$ cat config.mk
export PLATFORM = sky130hd
export DESIGN_NAME = canden_ctrl
export DESIGN_NICKNAME = d
export VERILOG_FILES = /design/src/rtl/canden_ctrl_pkg.sv /design/src/rtl/canden_ctrl_retime.sv /design/src/rtl/canden_ctrl.sv
export SDC_FILE = /design/constraint.sdc
export NUM_CORES = 1
export LEC_CHECK = 0
export BUFFER_PORTS_ARGS = -buffer_cell sky130_fd_sc_hd__buf_2
export CAP_MARGIN = 25
export CORE_MARGIN = 2
export CORE_UTILIZATION = 51
export CTS_BUF_LIST = sky130_fd_sc_hd__clkbuf_16
export DETAILED_ROUTE_END_ITERATION = 7
export GPL_TIMING_DRIVEN = 0
export HOLD_SLACK_MARGIN = 0.02
export PLACE_DENSITY_LB_ADDON = 0.12
export SYNTH_ARGS = -nofsm -noshare
export SYNTH_HDL_FRONTEND = slang
export SYNTH_SLANG_ARGS = --single-unit
$ cat constraint.sdc
create_clock -name CLKIN -period 1.8 [get_ports CLKIN]
set_clock_uncertainty 0.1 [all_clocks]
set_input_delay 0.09 -clock CLKIN [delete_from_list [all_inputs] [get_ports CLKIN]]
set_output_delay 0.09 -clock CLKIN [all_outputs]
set_load 0.02 [all_outputs]
$ cat src/rtl/canden_ctrl_pkg.sv
// canden_ctrl_pkg
// Shared definitions for the CANDEN enable sequencer.
//   - STATE_ENC_* : 2-bit state encodings, also used by the status register map.
//   - state_e     : FSM state type built on those encodings.
package canden_ctrl_pkg;

    localparam logic [1:0] STATE_ENC_OFF  = 2'b00;
    localparam logic [1:0] STATE_ENC_WAKE = 2'b01;
    localparam logic [1:0] STATE_ENC_ON   = 2'b10;
    localparam logic [1:0] STATE_ENC_COOL = 2'b11;

    typedef enum logic [1:0] {
        ST_OFF  = STATE_ENC_OFF,
        ST_WAKE = STATE_ENC_WAKE,
        ST_ON   = STATE_ENC_ON,
        ST_COOL = STATE_ENC_COOL
    } state_e;

endpackage

$ cat src/rtl/canden_ctrl_retime.sv
// canden_ctrl_retime
// Falling-edge retiming of the three CANDEN enables. Because the enables
// only move while CLKIN is low, the AND-style gate never sees an enable edge
// during the high phase of the clock.
// Ports:
//   clk      : free-running ungated clock (flops capture on its falling edge)
//   rst_n    : asynchronous active-low clear
//   sen_d    : raw static enable
//   den_d    : raw dynamic-select
//   dynen_d  : raw dynamic enable
//   sen_q, den_q, dynen_q : retimed enables to the gate primitive
module canden_ctrl_retime (
    input  logic clk,
    input  logic rst_n,
    input  logic sen_d,
    input  logic den_d,
    input  logic dynen_d,
    output logic sen_q,
    output logic den_q,
    output logic dynen_q
);

    always_ff @(negedge clk or negedge rst_n) begin
        if (!rst_n) begin
            sen_q   <= 1'b0;
            den_q   <= 1'b0;
            dynen_q <= 1'b0;
        end else begin
            sen_q   <= sen_d;
            den_q   <= den_d;
            dynen_q <= dynen_d;
        end
    end

endmodule

$ cat src/rtl/canden_ctrl.sv
// canden_ctrl
// Sequences the SEN/DEN/DYNEN inputs of a CANDEN clock gate. Clients wake
// the gated clock with a 4-phase REQ/ACK handshake; the clock is gated off
// after IDLE_CYCLES quiet cycles. DEN selects dynamic gating (DYNEN passed
// through) only while ON with the latched MODE set.
// Handshake: REQ is held high by the client until ACK is seen high, then
// dropped; ACK follows REQ low on the first edge that samples REQ=0.
// Ports:
//   CLKIN     : free-running ungated clock
//   RSTN      : asynchronous active-low reset
//   REQ / ACK : 4-phase wake request / grant
//   BUSY      : gated-domain activity, holds the clock on
//   FORCE_ON  : keep the clock on unconditionally
//   MODE      : 0 static, 1 dynamic gating (latched only in OFF)
//   DYN_EN_IN : per-cycle dynamic enable
//   SEN/DEN/DYNEN : retimed enables to CANDEN
//   STATE     : current FSM state (debug/status)
module canden_ctrl
    import canden_ctrl_pkg::*;
#(
    parameter int WAKE_CYCLES = 2,
    parameter int IDLE_CYCLES = 16,
    parameter int CNT_W       = 8
) (
    input  logic       CLKIN,
    input  logic       RSTN,
    input  logic       REQ,
    output logic       ACK,
    input  logic       BUSY,
    input  logic       FORCE_ON,
    input  logic       MODE,
    input  logic       DYN_EN_IN,
    output logic       SEN,
    output logic       DEN,
    output logic       DYNEN,
    output logic [1:0] STATE
);

    if (WAKE_CYCLES < 1 || IDLE_CYCLES < 1) begin : g_bad_cycles
        $error("canden_ctrl: WAKE_CYCLES and IDLE_CYCLES must be >= 1");
    end
    if ((WAKE_CYCLES - 1) >= (1 << CNT_W) || (IDLE_CYCLES - 1) >= (1 << CNT_W)) begin : g_bad_cnt_w
        $error("canden_ctrl: CNT_W too small for WAKE_CYCLES/IDLE_CYCLES");
    end

    localparam logic [CNT_W-1:0] WAKE_LOAD = CNT_W'(WAKE_CYCLES - 1);
    localparam logic [CNT_W-1:0] IDLE_LOAD = CNT_W'(IDLE_CYCLES - 1);

    state_e           state_q,    state_d;
    logic [CNT_W-1:0] wake_cnt_q, wake_cnt_d;
    logic [CNT_W-1:0] idle_cnt_q, idle_cnt_d;
    logic             mode_q,     mode_d;
    logic             ack_q,      ack_d;

    logic sen_raw;
    logic den_raw;
    logic dynen_raw;

    always_ff @(posedge CLKIN or negedge RSTN) begin
        if (!RSTN) begin
            state_q    <= ST_OFF;
            wake_cnt_q <= '0;
            idle_cnt_q <= '0;
            mode_q     <= 1'b0;
            ack_q      <= 1'b0;
        end else begin
            state_q    <= state_d;
            wake_cnt_q <= wake_cnt_d;
            idle_cnt_q <= idle_cnt_d;
            mode_q     <= mode_d;
            ack_q      <= ack_d;
        end
    end

    always_comb begin
        state_d    = state_q;
        wake_cnt_d = wake_cnt_q;
        idle_cnt_d = idle_cnt_q;
        mode_d     = mode_q;
        case (state_q)
            ST_OFF: begin
                mode_d = MODE;
                if (REQ || FORCE_ON) begin
                    state_d    = ST_WAKE;
                    wake_cnt_d = WAKE_LOAD;
                end
            end
            ST_WAKE: begin
                // REQ is deliberately ignored here: an aborted wake still
                // passes through ON so the settle is never cut short.
                if (wake_cnt_q == '0) begin
                    state_d = ST_ON;
                end else begin
                    wake_cnt_d = wake_cnt_q - 1'b1;
                end
            end
            ST_ON: begin
                if (!REQ && !BUSY && !FORCE_ON) begin
                    state_d    = ST_COOL;
                    idle_cnt_d = IDLE_LOAD;
                end
            end
            ST_COOL: begin
                // Renewed activity wins over expiry in the same cycle.
                if (REQ || BUSY || FORCE_ON) begin
                    state_d = ST_ON;
                end else if (idle_cnt_q == '0) begin
                    state_d = ST_OFF;
                end else begin
                    idle_cnt_d = idle_cnt_q - 1'b1;
                end
            end
            default: state_d = ST_OFF;
        endcase
        ack_d = (state_d == ST_ON) && REQ;
    end

    // WAKE and COOL keep the clock running statically so that the settle
    // and drain cycles are always clocked.
    assign sen_raw   = (state_q != ST_OFF);
    assign den_raw   = (state_q == ST_ON) && mode_q;
    assign dynen_raw = den_raw && DYN_EN_IN;

    canden_ctrl_retime u_retime (
        .clk     (CLKIN),
        .rst_n   (RSTN),
        .sen_d   (sen_raw),
        .den_d   (den_raw),
        .dynen_d (dynen_raw),
        .sen_q   (SEN),
        .den_q   (DEN),
        .dynen_q (DYNEN)
    );

    assign ACK   = ack_q;
    assign STATE = state_q;

endmodule

Word level (Yosys, flattened, before mapping)
Index checks and enable logic that the tools add are counted.
Storage, ports and cells
  input port bits: 7
  flip-flop bits (word level): 23
  logic and storage cells: 51
Operators by class
  reductions and logical operators: 19
  equal/unequal tests: 9
  $add $sub $neg: 2
  multiplexer cells: 13
Operator list (number)
  8-bit 2-to-1 mux: 5
  8-bit case mux with 2 select lines: 2
  8-bit logical NOT: 2
  8-bit by 1-bit subtractor with 8-bit output (second input constant): 2
  2-bit 2-to-1 mux: 5
  2-bit inequality test (second input constant): 5
  2-bit case mux with 4 select lines: 1
  2-bit == test (second input constant): 3
  2-bit nonzero test: 3
  1-bit logical AND: 5
  4-bit AND reduction: 1
  1-bit logical NOT: 3
  1-bit logical OR: 3
  3-bit AND reduction: 1
  2-bit by 1-bit == test with 1-bit output (second input constant): 1
  2-bit logical NOT: 1

Longest topological paths before layout
Gate-level depths: netlist of the first run.
  depth in word-level cells: 7
  gate-level depth with buffers: 7
  depth with buffers taken out: 6

Cells and area by module
From an unflattened synthesis of the first run, not the netlist that was laid out.
Unflattened totals
  cells, all modules: 126
  area, all modules: 1267.5 um^2
Modules (own cells, without submodules)
  canden_ctrl: seq. area each 500.5 um^2, cells an instance 123, area each 1192.4 um^2, times used 1
  canden_ctrl_retime: seq. area each 75.1 um^2, cells an instance 3, area each 75.1 um^2, times used 1

==> results.sh, run 1 <==
export IMPL_timing_rr_start="STATE[0]"
export IMPL_min_delay_path_depth=3
export IMPL_grt_setup_unrepaired="true"
export IMPL_syn_inst=125
export IMPL_violations="negative setup slack"
export IMPL_antenna_cells=0
export IMPL_status="finished, violations left"
export IMPL_setup_violations=5
export IMPL_synth_area_mm2=0.00126
export IMPL_row_count=18
export IMPL_drive_gt1_share_pct=31.8
export IMPL_hold_viol_final=0
export IMPL_ys_seq_elements=23
export IMPL_worstSetupStartpoint="STATE[0]"
export IMPL_critPathLaunchType="flip-flop"
export IMPL_core_area_mm2=0.00241
export IMPL_ctsHtreeMaxLevel=1
export IMPL_max_slew_margin_pct=56.3
export IMPL_yosysWarnings=0
export IMPL_drc_errors=0
export IMPL_tightest_slew_ns=0.651
export IMPL_antenna_found_initial=0
export IMPL_fin_nets=162
export IMPL_numCtsBuffers=3
export IMPL_fillers=200
export IMPL_clk_latency_ns=0.25
export IMPL_gp_congestion=0.711
export IMPL_synth_largest_area_cell="dfrtp_1"
export IMPL_r2r_end="u_retime.dynen_q"
export IMPL_crit_slowest_cell="dfrtp_2"
export IMPL_regToRegSetupSlack_ns=-0.11
export IMPL_yosys_top_cells_count="20 x dfrtp_1, 17 x nor2_1, 7 x inv_1"
export IMPL_drtIter0Drc=15
export IMPL_grt_start_max_net_pins=24
export IMPL_seq_area_frac_synth_pct=45.5
export IMPL_cts_sinks=23
export IMPL_start_util_pct=52.5
export IMPL_synth_ff_type="dfrtp_1"
export IMPL_total_power_mw=1.30
export IMPL_slew_viol_final=0
export IMPL_area_growth_pct=28.5
export IMPL_leakagePower_nw=0.687
export IMPL_crit_path_max_fanout=3
export IMPL_clk_path_buf_depth=2
export IMPL_pin_count=13
export IMPL_crit_required_ns=0.93
export IMPL_synth_area_leaders="dfrtp_1 40%, dfrtn_1 5.9%, nor2_1 5.0%"
export IMPL_final_cells=181
export IMPL_pwr_density_cell_mw_per_mm2=802
export IMPL_drt_pass1_iterations=4
export IMPL_cpPeakStageDelay_ns=0.38
export IMPL_dp_cells=167
export IMPL_grt_pass1_wl_mm=4.49
export IMPL_vias=1034
export IMPL_criticalPathCategory="reg2reg"
export IMPL_routedWlPerCell_um=15.0
export IMPL_reg2reg_depth=3
export IMPL_yosysMostFrequentCell="dfrtp_1"
export IMPL_wl_mm=2.72
export IMPL_synth_distinct_cells=46
export IMPL_syn_area_per_cell_um2=10.1
export IMPL_worstSetupEndpointType="flip-flop"
export IMPL_io_buffers=12
export IMPL_min_to="idle_cnt_q[6]"
export IMPL_fp_dieW_um=53.8
export IMPL_dp_hpwl_mm=1.84
export IMPL_cts_root_buf="clkbuf_16"
export IMPL_antenna_left=0
export IMPL_first_global_vias=1045
export IMPL_grt_overflow_total=0
export IMPL_hp_start="BUSY"
export IMPL_avgViaCountPerCell=5.71
export IMPL_hp_class="in2reg"
export IMPL_grt_total_usage_pct=22.2
export IMPL_cp_arrival_ns=1.05
export IMPL_synth_async_sr_flop_share_pct=100
export IMPL_synth_edff_count=0
export IMPL_tritoncts="done"
export IMPL_die_h_um=53.8
export IMPL_worst_slack_ns=-0.114
export IMPL_syn_num_nets=135
export IMPL_path_cells="buf_8 > and3b_1 > and2_1"
export IMPL_synth_top_area_share_pct=39.6
export IMPL_peakVddDrop_mv=0.661
export IMPL_cap_violations=0
export IMPL_tns_ns=-0.469
export IMPL_die_area_mm2=0.00289
export IMPL_path_clk_slew_ns=0.06
[placed cells by master (no fill, tap or decap), types with 4 or more instances in the layout]
master / netlist / final
xor2_1: 6 / 6
buf_6: 0 / 5
a21oi_1: 5 / 4
buf_2: 2 / 10
nor2_1: 17 / 16
dfrtp_1: 20 / 17
inv_1: 7 / 6
buf_4: 0 / 7
nand2b_1: 4 / 4
[metal layers]
metal | GRT usage [%] | part of all wire (%)
met1 | 25.1 | 41
met3 | 3.06 | 1.8
met4 | 14.1 | 3.0
met2 | 38.8 | 54
met5 | 0 | 0
[area by class of cell]
| type | instances | area [um^2] | area share (%) |
|---|---|---|---|
| Clock inverter | 1 | 3.75 | 0.231 |
| Clock buffer | 3 | 75.1 | 4.62 |
| Multi-Input combinational cell | 91 | 699 | 43.0 |
| Timing Repair Buffer | 23 | 173 | 10.6 |
| Tap cell | 30 | 37.5 | 2.31 |
| Sequential cell | 23 | 579 | 35.6 |
| Buffer | 3 | 31.3 | 1.92 |
| Inverter | 7 | 26.3 | 1.62 |
[critical path: cells and delay by family, from the launching register on]
family | cells | cell delay [ns]
buffers and inverters | 1 | 0.10
flip-flops | 1 | 0.38
AND/OR/NAND/NOR | 2 | 0.30
[report_power, final]
group	leakage (nW)	switching (mW)	internal [mW]
clock network	0.0423	0.174	0.296
registers	0.275	0.0452	0.564
logic	0.370	0.118	0.107
[kinds of logic (layout without fill, tap and decap cells)]
group | after synthesis | after routing | share of synthesized area (%)
AO/OA/AOI/OAI | 24 | 24 | 13.5
XOR/XNOR | 9 | 9 | 6.23
adder cells (fa/ha/maj) | 3 | 3 | 2.97
buffers and inverters | 11 | 37 | 3.46
flip-flops | 23 | 23 | 45.5
multiplexers | 3 | 3 | 2.47
AND/OR/NAND/NOR | 52 | 52 | 25.9
[how the worst max path moves through the flow]
stage                        to  slack [ns]
3_5_place_dp   u_retime.dynen_q       -0.29
3_3_place_gp   u_retime.dynen_q       -0.27
5_1_grt        u_retime.dynen_q       -0.16
4_1_cts        u_retime.dynen_q       -0.12
2_1_floorplan  u_retime.dynen_q       -0.29
6_report       u_retime.dynen_q       -0.11
[what timing repair did]
action / in CTS / in global routing
setup buffers: 4 / 4
endpoints found under the setup margin: 7 / 16
hold buffers: 3 / 0
endpoints found under the hold margin: 22 / 0
gates resized for setup: 8 / 16
pin swaps: 1 / 1
[state kept, by name, summed over array words and instances (netlist names)]
| name | flops |
|---|---|
| STATE | 2 |
| idle_cnt_q | 8 |
| ACK | 1 |
| mode_q | 1 |
| wake_cnt_q | 8 |
| u_retime.den_q | 1 |
| u_retime.sen_q | 1 |
| u_retime.dynen_q | 1 |
[stage by stage]
stage / setup WS [ns] / util, % / area [um^2] / hold WS, ns
finish: -0.114 / 67.4 / 1630 / 0.0720
global route: -0.156 / 67.4 / 1630 / 0.0909
CTS: -0.125 / 63.5 / 1530 / 0.0540
detailed placement: -0.291 / 57.1 / 1380 / 0.000220
global placement: -0.269 / 57.1 / 1380 / -0.0122
floorplan: -0.286 / - / 1280 / -0.306
No activity file was read; power rests on OpenSTA's default activity.
==> run 2, diff against run 1 <==
- CORE_UTILIZATION: 51 -> 45
==> run 2 against run 1 <==
Effect of this change:
- critical path depth unchanged
- final cell count increased by 2.8%
- the flow still finishes with violations (negative setup slack)
- cell area increased by 2.3%
- critical endpoint unchanged
- hold slack improved by 0.022 ns
- count of clock-buffer cells in the layout unchanged
- combinational power increased by 3%
- clock power increased by 3%
- worst setup slack got worse by 0.0012 ns
- core utilization decreased by 6.1 points
==> results.sh, run 2 (synthesized netlist as in run 1, its figures left out) <==
export IMPL_criticalPathCategory="reg2reg"
export IMPL_wl_mm=2.77
export IMPL_dp_hpwl_mm=1.86
export IMPL_ctsHtreeMaxLevel=1
export IMPL_stdcell_area_mm2=0.00166
export IMPL_crit_path_end="u_retime.dynen_q"
export IMPL_regToRegSetupSlack_ns=-0.11
export IMPL_critPathLaunchType="flip-flop"
export IMPL_fillers=235
export IMPL_violations="negative setup slack"
export IMPL_leakagePower_nw=0.709
export IMPL_slew_viol_final=0
export IMPL_pwr_density_cell_mw_per_mm2=795
export IMPL_die_h_um=57.0
export IMPL_core_area_mm2=0.00271
export IMPL_max_slew_margin_pct=58.0
export IMPL_mostFrequentLayoutCells="18 x dfrtp_1, 16 x nor2_1, 12 x buf_4"
export IMPL_antenna_found_initial=0
export IMPL_worst_slack_ns=-0.115
export IMPL_final_common_cell="dfrtp_1"
export IMPL_dpl_cell_area_mm2=0.00138
export IMPL_cp_arrival_ns=1.05
export IMPL_multiInputGateArea_um2=709
export IMPL_cts_root_buf="clkbuf_16"
export IMPL_path_cells="buf_8 > and3b_1 > and2_1"
export IMPL_grt_total_usage_pct=17.7
export IMPL_worstSetupStartpoint="STATE[0]"
export IMPL_antenna_left=0
export IMPL_grt_start_max_net_pins=24
export IMPL_numCtsBuffers=3
export IMPL_row_count=19
export IMPL_hp_class="in2reg"
export IMPL_vias=1048
export IMPL_area_growth_pct=31.5
export IMPL_pin_count=13
export IMPL_tritoncts="done"
export IMPL_dp_cells=168
export IMPL_worstSetupEndpointType="flip-flop"
export IMPL_drc_errors=0
export IMPL_routedWlPerCell_um=14.9
export IMPL_crit_required_ns=0.94
export IMPL_first_global_vias=1036
export IMPL_crit_path_max_fanout=4
export IMPL_grt_pass1_wl_mm=4.55
export IMPL_io_buffers=12
export IMPL_fp_dieW_um=57.0
export IMPL_reg2reg_depth=3
export IMPL_path_clk_slew_ns=0.06
export IMPL_status="finished, violations left"
export IMPL_drive_gt1_share_pct=33.5
export IMPL_die_area_mm2=0.00325
export IMPL_clk_path_buf_depth=2
export IMPL_fin_nets=166
export IMPL_pre_cts_ws_ns=-0.330
export IMPL_grt_setup_unrepaired="true"
export IMPL_crit_slowest_cell="dfrtp_2"
export IMPL_setup_violations=5
export IMPL_seqCellArea_um2=578
export IMPL_start_util_pct=46.7
export IMPL_final_cells=186
export IMPL_drtIter0Drc=31
export IMPL_timing_rr_start="STATE[0]"
export IMPL_antenna_cells=0
export IMPL_total_power_mw=1.32
export IMPL_drt_pass1_iterations=4
export IMPL_crit_family="flip-flops"
export IMPL_critical_path_depth=3
export IMPL_critPathBufInv=1
export IMPL_gp_congestion=0.772
export IMPL_clk_latency_ns=0.26
export IMPL_cpPeakStageDelay_ns=0.38
export IMPL_cts_sinks=23
export IMPL_grt_overflow_total=0
export IMPL_tns_ns=-0.441
export IMPL_peakVddDrop_mv=0.484
export IMPL_avgViaCountPerCell=5.63
export IMPL_r2r_end="u_retime.dynen_q"
export IMPL_cap_violations=0
export IMPL_tightest_slew_ns=0.625
export IMPL_hold_viol_final=0
## run 2: area by class of cell
class,instances,share of cell area [%]
multi-input cells,91,42.7
well taps,31,2.33
clock inverters,1,0.301
flip-flops and latches,23,34.8
plain buffers,3,1.88
repair buffers,27,12.0
inverters,7,1.58
clock buffers,3,4.51
## run 2: worst min path at each step
stage,from,end,depth (start not counted)
final,BUSY,idle_cnt_q[7],3
after floorplan,RSTN,ACK,0
after detailed placement,RSTN,wake_cnt_q[1],1
after CTS,BUSY,idle_cnt_q[5],3
after global placement,RSTN,wake_cnt_q[0],1
after global routing,BUSY,idle_cnt_q[7],3
## run 2: routing by layer
metal  wire [um]  track usage [%]  vias up  part of all wire, %
met1        1210             21.2      519                   44
met5           0                0        -                    0
met3          60             2.04        5                  2.2
met4          42             6.98        0                  1.5
li1            -                -      510                    -
met2        1450             32.2       14                   53
## run 2: stage by stage
step                      hold WS [ns]  util, %
after floorplan                 -0.306        -
after global placement        -0.00440     50.8
after detailed placement       0.00625     50.8
after CTS                       0.0593     56.9
after global routing             0.118     61.4
final                           0.0936     61.4
## run 2: worst register-to-register path: stages (launching register included)
cell and delay, ns:
dfrtp_2 0.38, buf_8 0.11, and3b_1 0.18, and2_1 0.13
## run 2: power by group
part | internal [mW] | switching [mW] | total (mW)
clock network | 0.299 | 0.184 | 0.483
logic | 0.115 | 0.117 | 0.232
registers | 0.564 | 0.0442 | 0.608
total | 0.977 | 0.345 | 1.32
## run 2: repair_timing
item	in CTS	in global routing
pin swaps	0	6
resized for setup	10	15
hold buffers	3	0
hold endpoints to repair	22	0
buffers inserted	4	8
setup endpoints to repair	13	18
==> run 3, diff against run 2 <==
- clock period: 1.8 -> 2.4 ns (I/O delays scaled with it)
==> run 3 against run 2 <==
Effect of this change:
- the flow now finishes without violations
- hold slack worse by 0.041 ns
- first-iteration DRC count decreased by 29%
- via count shrank 6.4%
- non-clock buffer count decreased by 10
- core utilization down 6.2 points
- flip-flop and latch count did not move
- global-route usage is 1.1 points lower
- combinational power is 41% lower
- clock power fell by 26%
- critical endpoint unchanged
==> results.sh, run 3 (synthesized netlist as in run 1, its figures left out) <==
export IMPL_status="finished clean"
export IMPL_fillers=262
export IMPL_die_h_um=57.0
export IMPL_core_area_mm2=0.00271
export IMPL_grt_total_usage_pct=16.5
export IMPL_tritoncts="done"
export IMPL_worst_hold_slack_ns=0.0525
export IMPL_pre_cts_ws_ns=-0.0496
export IMPL_timing_rr_start="STATE[1]"
export IMPL_pwr_density_cell_mw_per_mm2=634
export IMPL_path_cells="clkbuf_2 > and3b_1 > and2_1"
export IMPL_final_cells=176
export IMPL_drc_errors=0
export IMPL_fin_nets=156
export IMPL_cts_root_buf="clkbuf_16"
export IMPL_antenna_cells=0
export IMPL_area_growth_pct=18.1
export IMPL_mostFrequentLayoutCells="19 x dfrtp_1, 16 x nor2_1, 14 x buf_2"
export IMPL_vias=981
export IMPL_grt_pass1_wl_mm=4.17
export IMPL_clk_path_buf_depth=2
export IMPL_drt_pass1_iterations=4
export IMPL_slew_viol_final=0
export IMPL_crit_slowest_cell="dfrtp_1"
export IMPL_numCtsBuffers=3
export IMPL_cts_sinks=23
export IMPL_tightest_slew_ns=0.662
export IMPL_grt_setup_unrepaired="false"
export IMPL_dp_cells=168
export IMPL_cpPeakStageDelay_ns=0.39
export IMPL_drtIter0Drc=22
export IMPL_grt_start_max_net_pins=24
export IMPL_setup_violations=0
export IMPL_row_count=19
export IMPL_crit_required_ns=1.24
export IMPL_antenna_found_initial=0
export IMPL_cp_arrival_ns=1.15
export IMPL_path_clk_slew_ns=0.06
export IMPL_min_delay_path_depth=2
export IMPL_drive_gt1_share_pct=22.8
export IMPL_hp_start="REQ"
export IMPL_final_common_cell="dfrtp_1"
export IMPL_routedWlPerCell_um=13.8
export IMPL_ctsHtreeMaxLevel=1
export IMPL_gp_congestion=0.772
export IMPL_hp_class="in2reg"
export IMPL_criticalPathCategory="reg2reg"
export IMPL_leakagePower_nw=0.645
export IMPL_io_buffers=12
export IMPL_start_util_pct=46.7
export IMPL_critPathLaunchType="flip-flop"
export IMPL_worst_slack_ns=0.0859
export IMPL_clk_latency_ns=0.25
export IMPL_peakVddDrop_mv=0.359
export IMPL_wl_mm=2.43
export IMPL_first_global_vias=988
export IMPL_max_slew_margin_pct=55.5
export IMPL_antenna_left=0
export IMPL_cap_violations=0
export IMPL_fp_dieW_um=57.0
export IMPL_grt_overflow_total=0
export IMPL_avgViaCountPerCell=5.57
export IMPL_reg2reg_depth=3
export IMPL_worstSetupStartpoint="STATE[1]"
export IMPL_hold_viol_final=0
export IMPL_dp_hpwl_mm=1.82
export IMPL_pin_count=13
export IMPL_crit_path_max_fanout=10
export IMPL_die_area_mm2=0.00325
export IMPL_worstSetupEndpointType="flip-flop"
export IMPL_regToRegSetupSlack_ns=0.09
-- run 3: worst max-delay path, delay by kind of cell (launching register included) --
family / cells / cell delay, ns
simple gates: 2 / 0.33
buf+inv: 1 / 0.18
flops: 1 / 0.39
-- run 3: path summary, 6_finish.rpt --
| check | end |
|---|---|
| setup / recovery | u_retime.dynen_q |
| hold / removal | ACK |
| setup reg to reg | u_retime.dynen_q |
| hold reg to reg | mode_q |
| max in group asynchronous | u_retime.sen_q |
| min in group asynchronous | wake_cnt_q[1] |
-- run 3: area by class of cell --
class,count,area (um^2),share of cell area (%)
tap,31,38.8,2.60
clock inverter,1,5.00,0.335
inverter,7,26.3,1.76
sequential,23,577,38.6
multi-input combinational,91,648,43.4
timing repair buffer,16,95.1,6.37
buffer,4,28.8,1.93
clock buffer,3,75.1,5.03
-- run 3: stage by stage --
| step | util [%] | instance area [um^2] | setup TNS, ns | total power, mW |
|---|---|---|---|---|
| 5_1_grt | 55.1 | 1490 | 0 | 0.994 |
| 3_3_place_gp | 50.8 | 1380 | -0.0263 | 0.587 |
| 6_report | 55.1 | 1490 | 0 | 0.947 |
| 4_1_cts | 54.6 | 1480 | 0 | 0.961 |
| 3_5_place_dp | 50.8 | 1380 | -0.0496 | 0.593 |
| 2_1_floorplan | - | 1280 | 0 | 0.547 |
-- run 3: report_power, final --
part | internal [mW] | switching (mW) | leakage (nW)
Clock | 0.224 | 0.134 | 0.0409
Combinational | 0.0604 | 0.0756 | 0.329
Sequential | 0.423 | 0.0310 | 0.275
-- run 3: layer usage --
metal | up-vias | part of all wire (%) | GRT usage, %
li1 | 495 | - | -
met1 | 467 | 45 | 18.8
met2 | 12 | 51 | 29.7
met3 | 7 | 2.3 | 2.27
met4 | 0 | 2.0 | 8.97
met5 | - | 0 | 0
-- run 3: what timing repair did --
| item | 4_1_cts | 5_1_grt |
|---|---|---|
| hold endpoints to repair | 21 | 0 |
| gates resized for setup | 1 | 0 |
| hold buffers | 2 | 0 |
| buffers inserted | 0 | 2 |
| endpoints found under the setup margin | 1 | 1 |
